## config.mk

```make
export PLATFORM = sky130hd
export DESIGN_NAME = alu_req_arbiter
export DESIGN_NICKNAME = d
export VERILOG_FILES = /design/src/rtl/alu_req_arbiter.sv
export SDC_FILE = /design/constraint.sdc
export NUM_CORES = 1
export LEC_CHECK = 0
export CORE_MARGIN = 4
export CORE_UTILIZATION = 35
export DETAILED_ROUTE_END_ITERATION = 8
export PLACE_DENSITY = 0.7
export REMOVE_ABC_BUFFERS = 1
export SLEW_MARGIN = 10
export SYNTH_ARGS = -nofsm -noshare
export SYNTH_HDL_FRONTEND = slang
export SYNTH_SLANG_ARGS = --single-unit
```

## constraint.sdc

```tcl
create_clock -name clk -period 6.8 [get_ports clk]
set_input_delay 2.04 -clock clk [delete_from_list [all_inputs] [get_ports clk]]
set_output_delay 2.04 -clock clk [all_outputs]
set_load 0.02 [all_outputs]
```

## src/rtl/alu_req_arbiter.sv

```systemverilog
// Two-requester round-robin front end for a shared clocked ALU.
// Grants one operation at a time, waits out the ALU latency and returns a tagged response.
module alu_req_arbiter #(
  parameter int DATA_W  = 16,
  parameter int FUN_W   = 4,
  parameter int ALU_LAT = 1
) (
  input  logic              clk,
  input  logic              rst_n,
  input  logic              req0_valid,
  output logic              req0_ready,
  input  logic [DATA_W-1:0] req0_a,
  input  logic [DATA_W-1:0] req0_b,
  input  logic [FUN_W-1:0]  req0_fun,
  input  logic              req1_valid,
  output logic              req1_ready,
  input  logic [DATA_W-1:0] req1_a,
  input  logic [DATA_W-1:0] req1_b,
  input  logic [FUN_W-1:0]  req1_fun,
  output logic [DATA_W-1:0] alu_a,
  output logic [DATA_W-1:0] alu_b,
  output logic [FUN_W-1:0]  alu_fun,
  input  logic [DATA_W-1:0] alu_out,
  input  logic [4:0]        alu_flags,
  output logic              rsp_valid,
  input  logic              rsp_ready,
  output logic              rsp_id,
  output logic [DATA_W-1:0] rsp_data,
  output logic [4:0]        rsp_flags,
  output logic              rsp_err
);

  typedef enum logic [1:0] {IDLE = 2'd0, EXEC = 2'd1, RESP = 2'd2} state_t;

  state_t            state_reg, state_next;
  logic              last_reg;
  logic              id_reg;
  logic              rej_reg;
  logic [2:0]        cnt_reg;
  logic [1:0]        valid_vec;
  logic [1:0]        ready_vec;
  logic              winner;
  logic              accept;
  logic              illegal;
  logic [DATA_W-1:0] win_a;
  logic [DATA_W-1:0] win_b;
  logic [FUN_W-1:0]  win_fun;

  assign valid_vec = {req1_valid, req0_valid};

  // On a tie the requester that was not granted last takes the slot.
  always_comb winner = (&valid_vec) ? ~last_reg : valid_vec[1];

  generate
    for (genvar gi = 0; gi < 2; gi++) begin : g_ready
      assign ready_vec[gi] = rst_n && (state_reg == IDLE) && valid_vec[gi] && (winner == 1'(gi));
    end
  endgenerate

  assign req0_ready = ready_vec[0];
  assign req1_ready = ready_vec[1];
  assign accept     = |ready_vec;

  assign win_a   = winner ? req1_a   : req0_a;
  assign win_b   = winner ? req1_b   : req0_b;
  assign win_fun = winner ? req1_fun : req0_fun;

  assign illegal = ((win_fun == FUN_W'(3)) && (win_b == '0)) || (win_fun == {FUN_W{1'b1}});

  assign rsp_valid = (state_reg == RESP);

  always_comb begin
    state_next = state_reg;
    case (state_reg)
      IDLE:    if (accept) state_next = EXEC;
      EXEC:    if (cnt_reg == 3'd0) state_next = RESP;
      RESP:    if (rsp_ready) state_next = IDLE;
      default: state_next = IDLE;
    endcase
  end

  // Rejected ops spend one EXEC cycle with the ALU untouched, so their
  // response timing matches that of a zero-latency operation.
  always_ff @(posedge clk or negedge rst_n) begin
    if (!rst_n) begin
      state_reg <= IDLE;
      last_reg  <= 1'b1;
      id_reg    <= 1'b0;
      rej_reg   <= 1'b0;
      cnt_reg   <= 3'd0;
      alu_a     <= '0;
      alu_b     <= '0;
      alu_fun   <= '0;
      rsp_id    <= 1'b0;
      rsp_data  <= '0;
      rsp_flags <= '0;
      rsp_err   <= 1'b0;
    end else begin
      state_reg <= state_next;
      if (accept) begin
        id_reg   <= winner;
        last_reg <= winner;
        rej_reg  <= illegal;
        if (illegal) begin
          cnt_reg <= 3'd0;
        end else begin
          cnt_reg <= 3'(ALU_LAT);
          alu_a   <= win_a;
          alu_b   <= win_b;
          alu_fun <= win_fun;
        end
      end else if (state_reg == EXEC) begin
        if (cnt_reg == 3'd0) begin
          rsp_id    <= id_reg;
          rsp_data  <= rej_reg ? '0 : alu_out;
          rsp_flags <= rej_reg ? '0 : alu_flags;
          rsp_err   <= rej_reg;
        end else begin
          cnt_reg <= cnt_reg - 3'd1;
        end
      end
    end
  end

endmodule

```

==> metrics.txt <==
Avg WL per Cell=~18 um; 1st-pass router iterations=4; Register Area=between 1500 and 2000 sq um; first-pass GRT wire length=~18000 um; Power Density=between 400 and 500 nW/um^2; Post-synth EDFFs=0; Worst Path Max Fanout=5; clk buf depth=2; kind of critical path=primary input to output port; Worst EP arrival=about 3.6 ns; Post-CTS Setup Bufs=0; layout cells sized above 1=under 10%; worst-skew pair later-pin latency=around 0.34 ns; Slew Viols, Final=0; post-DP HPWL=8110 um; WHS Path Cells=2; Reg2Reg Depth=6; unrepaired setup endpoints after global routing=false; CTS resizes=0; Finish-stage setup viols=0; top post-synthesis cells by count=66 x dfrtp_1, 31 x nand2_1, 30 x nand3_1; Leak=roughly 0.0022 uW; actual slew at the worst max-slew pin=between 1 and 1.5 ns; synthesis-to-layout area growth=55.1%; top-area cell type share of the netlist area=roughly 48%; ANT cells=0; period utilisation layout=83.3%; Synth Flop Type=dfrtp_1; count leader, synth=dfrtp_1; Achievable Freq=approximately 180 MHz; FF+latch count, synth=67; asr flop ratio synth=100%; register area share after synthesis=roughly 49%; Multi-input gate area=about 1700 sq um; Post-Syn Instances=354; CP required=4.76 ns; crit path time final=about 5.7 ns; max-cap violations=0; crit start category=primary input; via count=3498; Hold Violations, Final=0; CTS Buf Count=9; Post-Syn Area=between 3000 and 4000 sq um; Synth cell types=41; Clock Pin Slew Worst Setup and Hold Paths=roughly 0.070 ns; DRC violations left=0; hold-fix buffers at CTS=0; final setup TNS=0 ns; GR Util All Layers=between 20% and 30%; Area contributors post-synth=dfrtp_1 48%, nand3_1 4.3%, o2bb2ai_1 4.1%; clock skew=0.00703 ns; I/O pin total=160; die area=~12000 sq um; CTS root buf=clkbuf_8; syn avg cell area=9.77 sq um; initial antenna violation count=0; synth warn=0; Critical Path End Type=output port; status=finished clean; Initial Util=between 30% and 40%; H-tree Lvls=3; CTS tree=built; Starting DRT DRC Count=approximately 180; Fill cells=867; Peak supply drop=between 0.00015 and 0.0002 V; Detail Route Antenna Nets=0; Hold/Removal Path Class=flop to flop; FP Rows=36; drt total wl=11600 um; Yosys top cell by area=dfrtp_1; I/O Buffers=159; grt ovf=0; Max-slew headroom=between 10% and 20%; top flop regs=alu_a (16), alu_b (16), rsp_data (16); core area=slightly below 10000 sq um; routed vias/inst=approximately 5.4; pre-CTS setup slack=1.14 ns; routability cong.=0.807; Horiz. Die Dim=around 110 um; largest net degree at the start of global routing=68; Nets=605; Final WS setup=roughly 1.1 ns; CTS sink cnt=67; die height=107 um; vias in the first global route=approximately 3700
[cell type report]
type,count,area share [%]
flip-flops and latches,67,31.3
multi-input cells,252,30.8
repair buffers,166,30.6
well taps,133,3.10
clock buffers,11,2.64
clock inverters,5,0.980
inverters,9,0.630
[logic make-up (layout without fill, tap and decap cells)]
| group | Yosys count | after routing | share of synthesized area, % |
|---|---|---|---|
| XOR/XNOR | 2 | 2 | 0.507 |
| adder cells (fa/ha/maj) | 2 | 2 | 0.723 |
| AND/OR/NAND/NOR | 117 | 117 | 17.3 |
| AO/OA/AOI/OAI | 127 | 127 | 26.7 |
| buffers and inverters | 35 | 191 | 4.99 |
| flip-flops | 67 | 67 | 48.5 |
| multiplexers | 4 | 4 | 1.23 |
[per-layer routing]
metal	vias to the layer above	track usage, %	wire [um]
li1	1632	-	-
met1	1682	26.3	5080
met2	170	32.5	5260
met3	14	6.18	1090
met4	0	7.39	123
met5	-	0	0
[cells in the final DEF (no fill, tap or decap), types with 3 or more instances in the layout]
cell,instances
a21oi_1,22
a221o_1,7
a221o_2,8
a221oi_1,3
a22o_1,15
a22oi_1,16
and2_1,4
buf_4,7
clkbuf_8,10
clkdlybuf4s50_1,158
clkinv_2,3
dfrtp_1,66
inv_1,9
nand2_1,31
nand2b_1,22
nand3_1,30
nor2_1,13
nor3_1,3
nor4_1,7
o21a_1,3
o21ai_0,24
o2bb2ai_1,16
[stage by stage]
step | utilization [%] | total power, uW | hold slack, ns | std cells | area [sq um]
6_report | 55.4 | 2200 | 0.480 | 643 | 5360
5_1_grt | 55.4 | 2350 | 0.512 | 643 | 5360
4_1_cts | 55.4 | 2230 | 0.486 | 643 | 5360
3_5_place_dp | 53.4 | 1890 | 0.470 | 627 | 5170
3_3_place_gp | 53.4 | 1870 | 0.464 | 627 | 5170
2_1_floorplan | - | 1310 | 0.446 | 328 | 3320
[report_power, final]
part / internal (uW) / switching (uW) / total, uW
logic: 566 / 586 / 1150
registers: 596 / 129 / 725
clock network: 178 / 149 / 326
total: 1340 / 864 / 2200
[final timing paths]
check	startpoint	end	slack, ns
worst min-delay path	rsp_flags[1]$_DFFE_PN0P_	rsp_flags[1]$_DFFE_PN0P_	0.48
worst min register to register	rsp_flags[1]$_DFFE_PN0P_	rsp_flags[1]$_DFFE_PN0P_	0.48
max in group asynchronous	rst_n	alu_a[3]$_DFFE_PN0P_	4.30
worst max register to register	last_reg$_DFFE_PN1N_	alu_a[3]$_DFFE_PN0P_	3.84
worst max-delay path	req1_valid	req1_ready	1.14
min in group asynchronous	rst_n	rsp_data[8]$_DFFE_PN0P_	1.92
[critical path, stage by stage]
cell             delay, ns
clkdlybuf4s50_1       0.57
a21boi_4              0.24
and2_1                0.17
clkdlybuf4s50_1       0.61
No activity file was read; power rests on OpenSTA's default activity.
